<file path="src/rtl/sim_stat.sv">
// sim_stat: simulation status monitor that counts DUV progress/error pulses and raises a finish
// request with a latched verdict. Optional idle watchdog is built when SIM_STAT_WDOG_EN is defined.
module sim_stat #(
  parameter int WDOG_CYCLES = 1000,
  parameter int ERR_LIMIT   = 8
) (
  input  logic        sim_stat_clk_ip,
  input  logic        sim_stat_rst_n_ip,
  input  logic        sim_stat_evt_ip,
  input  logic        sim_stat_err_ip,
  input  logic        sim_stat_done_ip,
  input  logic        sim_stat_ack_ip,
  output logic        sim_stat_req_op,
  output logic        sim_stat_pass_op,
  output logic [1:0]  sim_stat_reason_op,
  output logic [31:0] sim_stat_evt_cnt_op,
  output logic [15:0] sim_stat_err_cnt_op
);

  typedef enum logic [1:0] {
    ST_RUN  = 2'b00,
    ST_REQ  = 2'b01,
    ST_DONE = 2'b10
  } state_e;

  localparam logic [1:0]  RSN_NONE  = 2'b00;
  localparam logic [1:0]  RSN_DONE  = 2'b01;
  localparam logic [1:0]  RSN_ERR   = 2'b10;
  localparam logic [1:0]  RSN_WDOG  = 2'b11;
  localparam logic [15:0] ERR_LIM_C = 16'(ERR_LIMIT);

  state_e      state_r;
  state_e      state_nxt_s;
  logic        req_r;
  logic        pass_r;
  logic [1:0]  reason_r;
  logic [31:0] evt_cnt_r;
  logic [15:0] err_cnt_r;
  logic        req_nxt_s;
  logic        pass_nxt_s;
  logic [1:0]  reason_nxt_s;
  logic        err_trig_s;
  logic        wdog_trig_s;
  logic        done_trig_s;

  // Limit check uses the registered count, so the request follows one cycle after it is reached
  assign err_trig_s  = (err_cnt_r == ERR_LIM_C);
  assign done_trig_s = sim_stat_done_ip;

`ifdef SIM_STAT_WDOG_EN
  localparam logic [15:0] WDOG_LAST_C = 16'(WDOG_CYCLES - 1);
  logic [15:0] idle_cnt_r;

  // Idle-cycle counter: cleared by progress and held at zero once the run has ended
  always_ff @(posedge sim_stat_clk_ip) begin
    if (!sim_stat_rst_n_ip) begin
      idle_cnt_r <= 16'd0;
    end else if ((state_r != ST_RUN) || sim_stat_evt_ip) begin
      idle_cnt_r <= 16'd0;
    end else if (idle_cnt_r != WDOG_LAST_C) begin
      idle_cnt_r <= idle_cnt_r + 16'd1;
    end else begin
      idle_cnt_r <= idle_cnt_r;
    end
  end

  assign wdog_trig_s = (idle_cnt_r == WDOG_LAST_C) && !sim_stat_evt_ip;
`else
  logic unused_wdog_s;
  assign unused_wdog_s = (WDOG_CYCLES > 1);
  assign wdog_trig_s   = 1'b0;
`endif

  // Saturating event and error counters, active in every state
  always_ff @(posedge sim_stat_clk_ip) begin
    if (!sim_stat_rst_n_ip) begin
      evt_cnt_r <= 32'd0;
      err_cnt_r <= 16'd0;
    end else begin
      if (sim_stat_evt_ip && (evt_cnt_r != 32'hFFFF_FFFF)) begin
        evt_cnt_r <= evt_cnt_r + 32'd1;
      end else begin
        evt_cnt_r <= evt_cnt_r;
      end
      if (sim_stat_err_ip && (err_cnt_r != 16'hFFFF)) begin
        err_cnt_r <= err_cnt_r + 16'd1;
      end else begin
        err_cnt_r <= err_cnt_r;
      end
    end
  end

  // State and registered outputs
  always_ff @(posedge sim_stat_clk_ip) begin
    if (!sim_stat_rst_n_ip) begin
      state_r  <= ST_RUN;
      req_r    <= 1'b0;
      pass_r   <= 1'b0;
      reason_r <= RSN_NONE;
    end else begin
      state_r  <= state_nxt_s;
      req_r    <= req_nxt_s;
      pass_r   <= pass_nxt_s;
      reason_r <= reason_nxt_s;
    end
  end

  // Next-state logic; DONE is terminal until reset
  always_comb begin
    state_nxt_s = state_r;
    case (state_r)
      ST_RUN: begin
        if (err_trig_s || wdog_trig_s || done_trig_s) begin
          state_nxt_s = ST_REQ;
        end else begin
          state_nxt_s = ST_RUN;
        end
      end
      ST_REQ: begin
        if (sim_stat_ack_ip) begin
          state_nxt_s = ST_DONE;
        end else begin
          state_nxt_s = ST_REQ;
        end
      end
      ST_DONE: state_nxt_s = ST_DONE;
      default: state_nxt_s = ST_RUN;
    endcase
  end

  // Verdict is latched only on leaving RUN, with error limit over watchdog over done
  always_comb begin
    req_nxt_s    = (state_nxt_s == ST_REQ);
    reason_nxt_s = reason_r;
    pass_nxt_s   = pass_r;
    if (state_r == ST_RUN) begin
      if (err_trig_s) begin
        reason_nxt_s = RSN_ERR;
        pass_nxt_s   = 1'b0;
      end else if (wdog_trig_s) begin
        reason_nxt_s = RSN_WDOG;
        pass_nxt_s   = 1'b0;
      end else if (done_trig_s) begin
        reason_nxt_s = RSN_DONE;
        pass_nxt_s   = (err_cnt_r == 16'd0) && !sim_stat_err_ip;
      end else begin
        reason_nxt_s = reason_r;
        pass_nxt_s   = pass_r;
      end
    end else begin
      reason_nxt_s = reason_r;
      pass_nxt_s   = pass_r;
    end
  end

  assign sim_stat_req_op     = req_r;
  assign sim_stat_pass_op    = pass_r;
  assign sim_stat_reason_op  = reason_r;
  assign sim_stat_evt_cnt_op = evt_cnt_r;
  assign sim_stat_err_cnt_op = err_cnt_r;

endmodule
</file>
<file path="config.mk">
export PLATFORM = sky130hd
export DESIGN_NAME = sim_stat
export DESIGN_NICKNAME = d
export VERILOG_FILES = /design/src/rtl/sim_stat.sv
export SDC_FILE = /design/constraint.sdc
export NUM_CORES = 1
export LEC_CHECK = 0
export ABC_AREA = 1
export CAP_MARGIN = 20
export CORE_UTILIZATION = 40
export DETAILED_ROUTE_END_ITERATION = 16
export PLACE_DENSITY = 0.76
export SLEW_MARGIN = 10
export SYNTH_ARGS = -nofsm -noshare
export SYNTH_HDL_FRONTEND = slang
export SYNTH_SLANG_ARGS = --single-unit
</file>
<file path="constraint.sdc">
create_clock -name sim_stat_clk_ip -period 3.69 [get_ports sim_stat_clk_ip]
set_input_delay 0.738 -clock sim_stat_clk_ip [delete_from_list [all_inputs] [get_ports sim_stat_clk_ip]]
set_output_delay 0.738 -clock sim_stat_clk_ip [all_outputs]
set_load 0.02 [all_outputs]
</file>
==> impl_metrics.xml, run 1 <==
<?xml version="1.0" encoding="UTF-8"?>
<metrics>
  <group name="synth">
    <metric name="synth_xor_area_frac" unit="">0.03297</metric>
    <metric name="ys_ff_latch" unit="">54</metric>
    <metric name="synth_top_family_by_area" unit="">simple AND/OR/NAND/NOR gates</metric>
    <metric name="synth_common_cells" unit="">130 x nand2_1, 97 x nor2_1, 58 x inv_1</metric>
    <metric name="synth-warning-count" unit="">0</metric>
    <metric name="synthesized_area_fraction_occupied_by_ao_oa_aoi_and_oai_cells" unit="">0.09223</metric>
    <metric name="synth_adder_area_share" unit="">0.01177</metric>
    <metric name="synth.mux.area_fraction" unit="">0</metric>
    <metric name="ys_async_sr_fraction" unit="">0</metric>
    <metric name="ys_top_cells_by_area" unit="">dfxtp_1 34%, nand2_1 15%, nor2_1 11%</metric>
    <metric name="post_synth.cell_area_avg" unit="um^2">6.338</metric>
    <metric name="yosys.area.top_type_share" unit="">0.3391</metric>
    <metric name="synth_edf_count" unit="">0</metric>
    <metric name="mappedNetlistArea" unit="um^2">3188</metric>
    <metric name="post_synth_and_or_nand_nor_area_fraction" unit="">0.4297</metric>
    <metric name="mappedNetlistNets" unit="">512</metric>
    <metric name="gate_count_post_synth" unit="">503</metric>
    <metric name="synthFlopType" unit="">dfxtp_1</metric>
    <metric name="yosys.cell_types.count" unit="">31</metric>
    <metric name="synthDominantAreaCellType" unit="">dfxtp_1</metric>
    <metric name="yosysMostFrequentCell" unit="">nand2_1</metric>
    <metric name="ys_seq_area_frac" unit="">0.3391</metric>
  </group>
  <group name="floorplan">
    <metric name="number_of_placement_rows" unit="">32</metric>
    <metric name="die_x" unit="um">91.28</metric>
    <metric name="core-area" unit="um^2">7727</metric>
    <metric name="floorplan.die.height" unit="um">91.28</metric>
    <metric name="start_util" unit="">0.4126</metric>
    <metric name="die_area" unit="um^2">8331</metric>
    <metric name="total_i_o_pin_count" unit="">58</metric>
  </group>
  <group name="timing">
    <metric name="clock.fmax" unit="GHz">0.4529</metric>
    <metric name="hold_viol" unit="">0</metric>
    <metric name="worst_slack" unit="ps">1482</metric>
    <metric name="period_minus_slack" unit="ps">2208</metric>
    <metric name="timing.setup.tns" unit="ps">0</metric>
    <metric name="rsz_0062_raised_after_global_routing" unit="">no</metric>
    <metric name="worst_slew_margin_rel" unit="">0.4602</metric>
    <metric name="finalMaxSlewViolations" unit="">0</metric>
    <metric name="timing.final.crit_share" unit="">0.5984</metric>
    <metric name="tightestPinTransition" unit="ps">808.8</metric>
    <metric name="finalSetupViolCount" unit="">0</metric>
    <metric name="clock_skew" unit="ps">4.091</metric>
  </group>
  <group name="clock_tree">
    <metric name="cts_resized" unit="">0</metric>
    <metric name="hold_buffers" unit="">0</metric>
    <metric name="clk_transition_reported_paths" unit="ps">100</metric>
    <metric name="cts_bufs_inserted" unit="">5</metric>
    <metric name="post_cts_buffers" unit="">0</metric>
    <metric name="clock_tree_from_tritoncts" unit="">done</metric>
    <metric name="worstSkewPairLatency" unit="ps">300</metric>
    <metric name="htree_levels" unit="">2</metric>
    <metric name="clock_tree.buffer_depth" unit="">2</metric>
    <metric name="clock_sinks" unit="">54</metric>
    <metric name="clock_tree.root_cell" unit="">clkbuf_8</metric>
  </group>
  <group name="setup_path">
    <metric name="timing.critical_path.buf_inv" unit="">2</metric>
    <metric name="crit_path_max_fanout" unit="">11</metric>
    <metric name="r2r_setup_slack" unit="ps">1650</metric>
    <metric name="critical_path.reg2reg.startpoint" unit="">sim_stat_err_cnt_op[0]</metric>
    <metric name="start_kind" unit="">primary input</metric>
    <metric name="timing.critical_path.cells" unit="">clkdlybuf4s50_1, inv_1, nor3_4, nand2_1, xor2_1, nor2_1</metric>
    <metric name="worst-endpoint-required" unit="ps">3860</metric>
    <metric name="timing.critical_path.slowest_stage_cell" unit="">clkdlybuf4s50_1</metric>
    <metric name="worst_setup_path_end_kind" unit="">flop</metric>
    <metric name="crit-reg2reg-capture" unit="">sim_stat_err_cnt_op[15]</metric>
    <metric name="timing.critical_path.max_delay_family" unit="">buffers and inverters</metric>
    <metric name="critPathMaxStageDelay" unit="ps">740</metric>
    <metric name="worstPathArrival" unit="ps">2380</metric>
    <metric name="path_class" unit="">in -&gt; reg</metric>
    <metric name="reg2regPathDepth" unit="">8</metric>
  </group>
  <group name="grt">
    <metric name="grt_pass1_vias" unit="">3059</metric>
    <metric name="antenna_found_initial" unit="">0</metric>
    <metric name="grt_first_pass_wirelength" unit="um">13650</metric>
    <metric name="globalRouteTotalUtil" unit="">0.1995</metric>
    <metric name="overflow" unit="">0</metric>
    <metric name="maximum_number_of_pins_on_one_net_before_global_route_repair" unit="">35</metric>
  </group>
  <group name="detailed_routing">
    <metric name="avgRoutedWirePerCell" unit="um">12.15</metric>
    <metric name="dr.first_iter.drc_count" unit="">113</metric>
    <metric name="vias" unit="">3233</metric>
    <metric name="drt-total-wl" unit="um">8008</metric>
    <metric name="drt_first_pass_iters" unit="">5</metric>
    <metric name="drcViolationCount" unit="">0</metric>
    <metric name="via_per_inst" unit="">4.906</metric>
    <metric name="detail-route-antenna-nets" unit="">0</metric>
  </group>
  <group name="cells_and_area">
    <metric name="syn2layout_area_growth" unit="%">22.61</metric>
    <metric name="fillers" unit="">794</metric>
    <metric name="antenna_cells" unit="">0</metric>
    <metric name="design.final.nets" unit="">565</metric>
    <metric name="drive_gt1_frac" unit="">0.07181</metric>
    <metric name="final_design_area_no_fill" unit="um^2">3909</metric>
  </group>
  <group name="place">
    <metric name="io_buffer_count" unit="">57</metric>
    <metric name="placement.cell_area" unit="um^2">3819</metric>
    <metric name="dp_hpwl" unit="um">5993</metric>
    <metric name="gp_congestion" unit="">0.9433</metric>
    <metric name="pre_cts_slack" unit="ps">1177</metric>
  </group>
  <group name="min_path">
    <metric name="worst_hold_path.num_cells" unit="">2</metric>
    <metric name="hold_path_end" unit="">sim_stat_reason_op[1]</metric>
    <metric name="launch_instance_of_the_worst_min_delay_path" unit="">sim_stat_reason_op[1]</metric>
    <metric name="hold_path.class" unit="">reg -&gt; reg</metric>
  </group>
  <group name="flow_run">
    <metric name="cap_viol_max_count" unit="">0</metric>
  </group>
  <group name="run_status">
    <metric name="status" unit="">finished, final reports clean</metric>
  </group>
  <group name="power">
    <metric name="cell_leakage_power" unit="nW">1.439</metric>
    <metric name="pwr_density_cell" unit="nW/um^2">262.1</metric>
    <metric name="peakVddDrop" unit="mV">0.1654</metric>
  </group>
</metrics>
==> kinds of logic (layout without fill, tap and decap cells) <==
| kind of cell | Yosys count | count (layout) |
|---|---|---|
| xor gates and xnor gates | 12 | 12 |
| DFF | 54 | 54 |
| AOI/OAI and AO/OA | 51 | 51 |
| and+or+nand+nor | 311 | 311 |
| adders and majority gates | 3 | 3 |
| buffers and inverters | 72 | 126 |
==> sequential cells by signal, indices dropped and copies added, names as in the netlist <==
name                 cells
sim_stat_evt_cnt_op     32
sim_stat_reason_op       2
state_r                  2
sim_stat_pass_op         1
sim_stat_err_cnt_op     16
sim_stat_req_op          1
==> through the flow <==
step / hold slack, ps / utilization / cells / total power (W)
floorplan: 525.5 / - / 503 / 0.0006738
global placement: 459.9 / 0.4942 / 651 / 0.0007039
detailed placement: 469.1 / 0.4942 / 651 / 0.0007055
CTS: 484.9 / 0.5058 / 659 / 0.001044
global route: 503.9 / 0.5058 / 659 / 0.001073
finish: 480.6 / 0.5058 / 659 / 0.001025
==> layout make-up <==
| class | count | area (um^2) | area share |
|---|---|---|---|
| Timing Repair Buffer | 58 | 578.1 | 0.1479 |
| Clock buffer | 5 | 68.82 | 0.01761 |
| Clock inverter | 3 | 21.27 | 0.005442 |
| Inverter | 60 | 225.2 | 0.05762 |
| Tap cell | 102 | 127.6 | 0.03265 |
| Multi-Input combinational cell | 377 | 1807 | 0.4622 |
| Sequential cell | 54 | 1081 | 0.2766 |
==> worst max-delay path by stage <==
stage	startpoint	end	slack, ps	cells past startpoint
6_report	sim_stat_evt_ip	sim_stat_evt_cnt_op[9]	1480	6
5_1_grt	sim_stat_evt_ip	sim_stat_evt_cnt_op[23]	1370	6
4_1_cts	sim_stat_evt_cnt_op[15]	sim_stat_evt_cnt_op[15]	1470	1
3_5_place_dp	sim_stat_evt_ip	sim_stat_evt_cnt_op[9]	1180	6
3_3_place_gp	sim_stat_evt_ip	sim_stat_evt_cnt_op[9]	1250	6
2_1_floorplan	sim_stat_evt_cnt_op[1]	sim_stat_evt_cnt_op[28]	1960	11
==> layer usage <==
layer,global-route usage,part of all wire
met3,0.03518,0.055
met4,0.06217,0.015
met1,0.2314,0.44
met5,0,0
met2,0.3693,0.49
==> worst min-delay path, delay by kind of cell (launching register included) <==
family | cells | cell delay [ps]
flip-flops | 1 | 330
AND/OR/NAND/NOR | 1 | 60
AO/OA/AOI/OAI | 1 | 60
==> cell usage in the layout (no fill, tap or decap), drive strengths merged <==
| cell type | count |
|---|---|
| a21oi | 25 |
| a31oi | 4 |
| and2 | 1 |
| and3 | 1 |
| buf | 1 |
| clkbuf | 5 |
| clkdlybuf4s50 | 57 |
| clkinv | 2 |
| clkinvlp | 1 |
| dfxtp | 54 |
| ha | 3 |
| inv | 60 |
| nand2 | 138 |
| nand3 | 37 |
| nand3b | 1 |
| nand4 | 10 |
| nor2 | 106 |
| nor3 | 15 |
| o211ai | 1 |
| o21ai | 19 |
| o21bai | 2 |
| or2 | 2 |
| xnor2 | 2 |
| xor2 | 10 |
==> report_power, final <==
part / internal [W] / switching (W) / leakage (nW)
sequential: 0.000593 / 0.00000976 / 0.437
clock: 0.000134 / 0.000198 / 0.0441
combinational: 0.0000346 / 0.0000555 / 0.958
Power figures use the tool's default switching activity.
==> run 2, diff against run 1 <==
==> constraint.sdc (replaced) <==
create_clock -name sim_stat_clk_ip -period 2.1 [get_ports sim_stat_clk_ip]
set_input_delay 0.42 -clock sim_stat_clk_ip [delete_from_list [all_inputs] [get_ports sim_stat_clk_ip]]
set_output_delay 0.42 -clock sim_stat_clk_ip [all_outputs]
set_load 0.02 [all_outputs]
==> impl_metrics.xml, run 2 (synthesis gave the netlist of run 1 again) <==
<?xml version="1.0" encoding="UTF-8"?>
<metrics>
  <group name="run_status">
    <metric name="status" unit="">finished, final reports clean</metric>
  </group>
  <group name="cells_and_area">
    <metric name="design.final.nets" unit="">578</metric>
    <metric name="largest_register_ff_count" unit="">32</metric>
    <metric name="multi_input_comb_area" unit="um^2">1807</metric>
    <metric name="antenna_cells" unit="">0</metric>
    <metric name="syn2layout_area_growth" unit="%">25.79</metric>
    <metric name="share_of_the_core_filled_with_cells" unit="">0.5189</metric>
    <metric name="leading_cell_type_in_the_layout_fill_and_taps_excluded" unit="">nand2_1</metric>
    <metric name="area.sequential" unit="um^2">1081</metric>
    <metric name="most-common-layout-cells" unit="">130 x nand2_1, 97 x nor2_1, 58 x inv_1</metric>
    <metric name="drive_gt1_frac" unit="">0.09298</metric>
    <metric name="fillers" unit="">774</metric>
  </group>
  <group name="clock_tree">
    <metric name="clock_tree.buffer_depth" unit="">2</metric>
    <metric name="cts_bufs_inserted" unit="">5</metric>
    <metric name="clk_transition_reported_paths" unit="ps">110</metric>
    <metric name="hold_buffers" unit="">0</metric>
    <metric name="clock_tree_from_tritoncts" unit="">done</metric>
    <metric name="clock_tree.root_cell" unit="">clkbuf_8</metric>
    <metric name="worstSkewPairLatency" unit="ps">320</metric>
    <metric name="htree_levels" unit="">2</metric>
    <metric name="post_cts_buffers" unit="">0</metric>
    <metric name="cts_resized" unit="">0</metric>
    <metric name="clock_sinks" unit="">54</metric>
  </group>
  <group name="grt">
    <metric name="grt_pass1_vias" unit="">3246</metric>
    <metric name="overflow" unit="">0</metric>
    <metric name="globalRouteTotalUtil" unit="">0.2142</metric>
    <metric name="grt_first_pass_wirelength" unit="um">14470</metric>
    <metric name="antenna_found_initial" unit="">0</metric>
    <metric name="maximum_number_of_pins_on_one_net_before_global_route_repair" unit="">34</metric>
  </group>
  <group name="detailed_routing">
    <metric name="detail-route-antenna-nets" unit="">0</metric>
    <metric name="drt-total-wl" unit="um">8580</metric>
    <metric name="dr.first_iter.drc_count" unit="">174</metric>
    <metric name="vias" unit="">3374</metric>
    <metric name="met2RoutedLength" unit="um">4164</metric>
    <metric name="via_per_inst" unit="">5.021</metric>
    <metric name="drt_first_pass_iters" unit="">4</metric>
    <metric name="avgRoutedWirePerCell" unit="um">12.77</metric>
    <metric name="top_layer_used" unit="">met4</metric>
    <metric name="m1WireLength" unit="um">3758</metric>
    <metric name="drcViolationCount" unit="">0</metric>
    <metric name="wl_met3" unit="um">445</metric>
  </group>
  <group name="timing">
    <metric name="hold_viol" unit="">0</metric>
    <metric name="timing.setup.tns" unit="ps">0</metric>
    <metric name="clock_skew" unit="ps">6.303</metric>
    <metric name="worst_slew_margin_rel" unit="">0.3986</metric>
    <metric name="clock.fmax" unit="GHz">0.5219</metric>
    <metric name="timing.final.crit_share" unit="">0.9125</metric>
    <metric name="finalMaxSlewViolations" unit="">0</metric>
    <metric name="period_minus_slack" unit="ps">1916</metric>
    <metric name="rsz_0062_raised_after_global_routing" unit="">no</metric>
    <metric name="tightestPinTransition" unit="ps">901.2</metric>
    <metric name="finalSetupViolCount" unit="">0</metric>
  </group>
  <group name="floorplan">
    <metric name="start_util" unit="">0.4126</metric>
    <metric name="die_area" unit="um^2">8331</metric>
    <metric name="number_of_placement_rows" unit="">32</metric>
    <metric name="die_x" unit="um">91.28</metric>
    <metric name="total_i_o_pin_count" unit="">58</metric>
    <metric name="core-area" unit="um^2">7727</metric>
    <metric name="floorplan.die.height" unit="um">91.28</metric>
  </group>
  <group name="min_path">
    <metric name="worst_hold_path.num_cells" unit="">2</metric>
    <metric name="hold_path_end" unit="">sim_stat_reason_op[1]</metric>
    <metric name="launch_instance_of_the_worst_min_delay_path" unit="">sim_stat_reason_op[1]</metric>
    <metric name="hold_path.class" unit="">reg -&gt; reg</metric>
  </group>
  <group name="setup_path">
    <metric name="worstPathArrival" unit="ps">2140</metric>
    <metric name="timing.critical_path.buf_inv" unit="">1</metric>
    <metric name="critical_path.reg2reg.startpoint" unit="">sim_stat_evt_cnt_op[1]</metric>
    <metric name="timing.critical_path.slowest_stage_cell" unit="">dfxtp_1</metric>
    <metric name="worst_setup_path_end_kind" unit="">flop</metric>
    <metric name="crit_path_max_fanout" unit="">15</metric>
    <metric name="reg2regPathDepth" unit="">10</metric>
    <metric name="critPathMaxStageDelay" unit="ps">420</metric>
    <metric name="r2r_setup_slack" unit="ps">180</metric>
    <metric name="worst-endpoint-required" unit="ps">2330</metric>
    <metric name="setup.worst_path.start" unit="">sim_stat_evt_cnt_op[1]</metric>
    <metric name="path_class" unit="">reg -&gt; reg</metric>
    <metric name="timing.critical_path.max_delay_family" unit="">simple AND/OR/NAND/NOR gates</metric>
    <metric name="start_kind" unit="">flop</metric>
    <metric name="timing.critical_path.cells" unit="">ha_1, nand2_2, nor2_4, nand2_2, nor2_4, nand2_4, nand2_4, inv_2, o21ai_0, nor2_1</metric>
    <metric name="crit-reg2reg-capture" unit="">sim_stat_evt_cnt_op[2]</metric>
  </group>
  <group name="flow_run">
    <metric name="cap_viol_max_count" unit="">0</metric>
  </group>
  <group name="power">
    <metric name="design_power_total" unit="W">0.001858</metric>
    <metric name="clock_power_share" unit="">0.340</metric>
    <metric name="power_switching_share" unit="">0.2735</metric>
    <metric name="cellInternalPower" unit="W">0.001350</metric>
    <metric name="cell_leakage_power" unit="nW">1.507</metric>
    <metric name="peakVddDrop" unit="mV">0.2433</metric>
    <metric name="p_comb_frac" unit="">0.090</metric>
    <metric name="sequentialPowerShare" unit="">0.570</metric>
    <metric name="switchingPower" unit="W">0.0005080</metric>
    <metric name="pwr_density_cell" unit="nW/um^2">463.2</metric>
  </group>
  <group name="place">
    <metric name="io_buffer_count" unit="">57</metric>
    <metric name="dp_hpwl" unit="um">6464</metric>
    <metric name="gp_congestion" unit="">0.9451</metric>
  </group>
</metrics>
==> run 2: final cells by class <==
class,instances,area share
flip-flops and latches,54,0.2696
repair buffers,71,0.1685
inverters,60,0.05616
well taps,102,0.03183
multi-input cells,377,0.4505
clock inverters,3,0.006240
clock buffers,5,0.01716
==> run 2: power by group through the flow <==
| stage | combinational, W | sequential (W) | clock (W) |
|---|---|---|---|
| 6_report | 0.000168 | 0.00106 | 0.000632 |
| 5_1_grt | 0.000185 | 0.00106 | 0.000686 |
| 4_1_cts | 0.000168 | 0.00106 | 0.000650 |
| 3_5_place_dp | 0.000167 | 0.00108 | 0 |
| 3_3_place_gp | 0.000163 | 0.00108 | 0 |
| 2_1_floorplan | 0.0000865 | 0.00110 | 0 |
==> run 2: worst max path at each step <==
stage	end	slack, ps	cells after the start
floorplan	sim_stat_evt_cnt_op[28]	370	11
global placement	sim_stat_evt_cnt_op[9]	200	6
detailed placement	sim_stat_evt_cnt_op[9]	150	6
CTS	sim_stat_evt_cnt_op[14]	180	1
global route	sim_stat_evt_cnt_op[2]	20	10
finish	sim_stat_evt_cnt_op[2]	180	10
==> run 2: metrics by stage <==
step	instance area, um^2	cells	setup WS (ps)	hold WS (ps)
global placement	3916	664	197.2	451.2
global route	4010	672	20.03	502.9
CTS	4010	672	175.6	478.2
finish	4010	672	183.8	474.7
floorplan	3188	503	371.6	525.5
detailed placement	3916	664	147.7	462.5
==> run 2: per-layer routing <==
layer / vias up / GRT usage
li1: 1717 / -
met1: 1528 / 0.2555
met2: 108 / 0.3845
met3: 21 / 0.02931
met4: 0 / 0.08730
met5: - / 0
==> run 2: worst min-delay path: cells and delay by family (launching register included) <==
kind / cells / cell delay [ps]
simple gates: 1 / 60
flops: 1 / 320
compound gates: 1 / 60
==> run 3, diff against run 2 <==
--- a/config.mk
+++ b/config.mk
@@ -7,9 +7,9 @@
 export LEC_CHECK = 0
 export ABC_AREA = 1
 export CAP_MARGIN = 20
-export CORE_UTILIZATION = 40
+export CORE_UTILIZATION = 53
 export DETAILED_ROUTE_END_ITERATION = 16
-export PLACE_DENSITY = 0.76
+export PLACE_DENSITY = 0.93
 export SLEW_MARGIN = 10
 export SYNTH_ARGS = -nofsm -noshare
 export SYNTH_HDL_FRONTEND = slang
==> impl_metrics.xml, run 3 (synthesis gave the netlist of run 1 again) <==
<?xml version="1.0" encoding="UTF-8"?>
<metrics>
  <group name="run_status">
    <metric name="status" unit="">finished, final reports clean</metric>
  </group>
  <group name="timing">
    <metric name="clock_skew" unit="ps">8.766</metric>
    <metric name="timing.final.crit_share" unit="">0.9338</metric>
    <metric name="period_minus_slack" unit="ps">1961</metric>
    <metric name="finalSetupViolCount" unit="">0</metric>
    <metric name="tightestPinTransition" unit="ps">804.7</metric>
    <metric name="clock.fmax" unit="GHz">0.5099</metric>
    <metric name="timing.setup.tns" unit="ps">0</metric>
    <metric name="finalMaxSlewViolations" unit="">0</metric>
    <metric name="hold_viol" unit="">0</metric>
    <metric name="worst_slew_margin_rel" unit="">0.4629</metric>
    <metric name="rsz_0062_raised_after_global_routing" unit="">no</metric>
    <metric name="fin_hold_ws" unit="ps">475.3</metric>
  </group>
  <group name="detailed_routing">
    <metric name="dr.first_iter.drc_count" unit="">139</metric>
    <metric name="drcViolationCount" unit="">0</metric>
    <metric name="vias" unit="">3468</metric>
    <metric name="drt-total-wl" unit="um">8470</metric>
    <metric name="detail-route-antenna-nets" unit="">0</metric>
    <metric name="via_per_inst" unit="">5.444</metric>
    <metric name="avgRoutedWirePerCell" unit="um">13.30</metric>
    <metric name="drt_first_pass_iters" unit="">5</metric>
  </group>
  <group name="cells_and_area">
    <metric name="drive_gt1_frac" unit="">0.08673</metric>
    <metric name="most-common-layout-cells" unit="">130 x nand2_1, 97 x nor2_1, 58 x inv_1</metric>
    <metric name="design.final.nets" unit="">573</metric>
    <metric name="antenna_cells" unit="">0</metric>
    <metric name="syn2layout_area_growth" unit="%">23.51</metric>
    <metric name="largest_register_ff_count" unit="">32</metric>
    <metric name="final_design_area_no_fill" unit="um^2">3938</metric>
    <metric name="finish.cell_count_without_fillers" unit="">637</metric>
    <metric name="leading_cell_type_in_the_layout_fill_and_taps_excluded" unit="">nand2_1</metric>
  </group>
  <group name="clock_tree">
    <metric name="htree_levels" unit="">2</metric>
    <metric name="clock_tree.root_cell" unit="">clkbuf_8</metric>
    <metric name="worstSkewPairLatency" unit="ps">320</metric>
    <metric name="cts_bufs_inserted" unit="">5</metric>
    <metric name="clk_transition_reported_paths" unit="ps">100</metric>
    <metric name="clock_tree_from_tritoncts" unit="">done</metric>
    <metric name="clock_sinks" unit="">54</metric>
    <metric name="post_cts_buffers" unit="">0</metric>
    <metric name="clock_tree.buffer_depth" unit="">2</metric>
  </group>
  <group name="min_path">
    <metric name="hold_path.class" unit="">reg -&gt; reg</metric>
    <metric name="worst_hold_path.num_cells" unit="">2</metric>
  </group>
  <group name="grt">
    <metric name="antenna_found_initial" unit="">0</metric>
    <metric name="maximum_number_of_pins_on_one_net_before_global_route_repair" unit="">34</metric>
    <metric name="grt_first_pass_wirelength" unit="um">13860</metric>
    <metric name="overflow" unit="">0</metric>
    <metric name="globalRouteTotalUtil" unit="">0.2797</metric>
    <metric name="grt_pass1_vias" unit="">3143</metric>
  </group>
  <group name="place">
    <metric name="dp_hpwl" unit="um">6333</metric>
    <metric name="placed_cells_incl_taps" unit="">629</metric>
    <metric name="io_buffer_count" unit="">57</metric>
    <metric name="placement.cell_area" unit="um^2">3841</metric>
    <metric name="gp_congestion" unit="">0.9148</metric>
  </group>
  <group name="setup_path">
    <metric name="critPathMaxStageDelay" unit="ps">400</metric>
    <metric name="start_kind" unit="">flop</metric>
    <metric name="timing.critical_path.slowest_stage_cell" unit="">dfxtp_1</metric>
    <metric name="critical-path-top-cell-by-count" unit="">nor2_1</metric>
    <metric name="timing.critical_path.cells" unit="">ha_1, nand2_2, nor2_4, nand2_2, nor2_4, nand2_4, buf_4, nand2_1, nor2_1, nor2_1, nor2_1</metric>
    <metric name="crit_end" unit="">sim_stat_evt_cnt_op[17]</metric>
    <metric name="worst-endpoint-required" unit="ps">2320</metric>
    <metric name="crit_path_max_fanout" unit="">15</metric>
    <metric name="reg2regPathDepth" unit="">11</metric>
    <metric name="timing.critical_path.max_delay_family" unit="">simple AND/OR/NAND/NOR gates</metric>
    <metric name="r2r_setup_slack" unit="ps">140</metric>
    <metric name="worst-path-stages" unit="">11</metric>
    <metric name="worst_setup_path_end_kind" unit="">flop</metric>
    <metric name="timing.critical_path.buf_inv" unit="">1</metric>
    <metric name="worstPathArrival" unit="ps">2180</metric>
    <metric name="crit-reg2reg-capture" unit="">sim_stat_evt_cnt_op[17]</metric>
    <metric name="critical_path.reg2reg.startpoint" unit="">sim_stat_evt_cnt_op[0]</metric>
    <metric name="path_class" unit="">reg -&gt; reg</metric>
    <metric name="setup.worst_path.start" unit="">sim_stat_evt_cnt_op[0]</metric>
  </group>
  <group name="floorplan">
    <metric name="start_util" unit="">0.5651</metric>
    <metric name="die_area" unit="um^2">6329</metric>
    <metric name="number_of_placement_rows" unit="">27</metric>
    <metric name="floorplan.die.height" unit="um">79.56</metric>
    <metric name="die_x" unit="um">79.56</metric>
    <metric name="total_i_o_pin_count" unit="">58</metric>
    <metric name="core-area" unit="um^2">5642</metric>
  </group>
  <group name="flow_run">
    <metric name="cap_viol_max_count" unit="">0</metric>
  </group>
  <group name="power">
    <metric name="cell_leakage_power" unit="nW">1.483</metric>
    <metric name="peakVddDrop" unit="mV">0.3225</metric>
    <metric name="pwr_density_cell" unit="nW/um^2">470.5</metric>
  </group>
</metrics>
==> run 3: changes by cell type in the layout (fill, tap and decap cells not counted), sizes merged <==
| cell | change |
|---|---|
| clkbuf | +1 |
| inv | -1 |
| buf | -5 |
==> run 3: worst min path at each step <==
stage,start,to,slack [ps]
floorplan,state_r[0],state_r[1],530
global placement,sim_stat_reason_op[1],sim_stat_reason_op[1],460
detailed placement,sim_stat_reason_op[1],sim_stat_reason_op[1],460
CTS,sim_stat_reason_op[1],sim_stat_reason_op[1],480
global route,sim_stat_reason_op[1],sim_stat_reason_op[1],490
finish,sim_stat_reason_op[1],sim_stat_reason_op[1],480
==> run 3: layer usage <==
metal,part of all wire,up-vias,global-route usage
met5,0,-,0
met4,0.043,0,0.1564
met3,0.075,35,0.04686
met2,0.49,160,0.4991
met1,0.39,1569,0.3117
li1,-,1704,-
==> run 3: what timing repair did <==
| item | in CTS | in global routing |
|---|---|---|
| resized for setup | 0 | 1 |
| setup endpoints to repair | 0 | 1 |
| hold buffers | 0 | 0 |
==> run 3: layout make-up <==
cell class	count	area [um^2]
Multi-Input combinational cell	377	1807
Fill cell	488	1704
Sequential cell	54	1082
Timing Repair Buffer	66	638.1
Inverter	60	225.2
Tap cell	72	90.09
Clock buffer	6	82.58
Clock inverter	2	12.51
==> run 3: metrics by stage <==
step           utilization  total power, W  setup WS, ps
6_report            0.6979        0.001853         139.0
5_1_grt             0.6979        0.001908         16.86
4_1_cts             0.6977        0.001855         154.3
3_5_place_dp        0.6809        0.001247         149.0
3_3_place_gp        0.6809        0.001242         195.4
2_1_floorplan            -        0.001184         371.6
==> run 3: tightest hold or removal path, cell delays in order, from the launching register on <==
cell	delay, ps
dfxtp_1	320
nand2_1	60
a21oi_1	50
==> run 3: report_power, final <==
group          leakage, nW  switching, W  internal (W)  total (W)
Clock               0.0472      0.000361      0.000266   0.000627
Combinational        0.998      0.000102     0.0000655   0.000167
Sequential           0.438     0.0000164       0.00104    0.00106
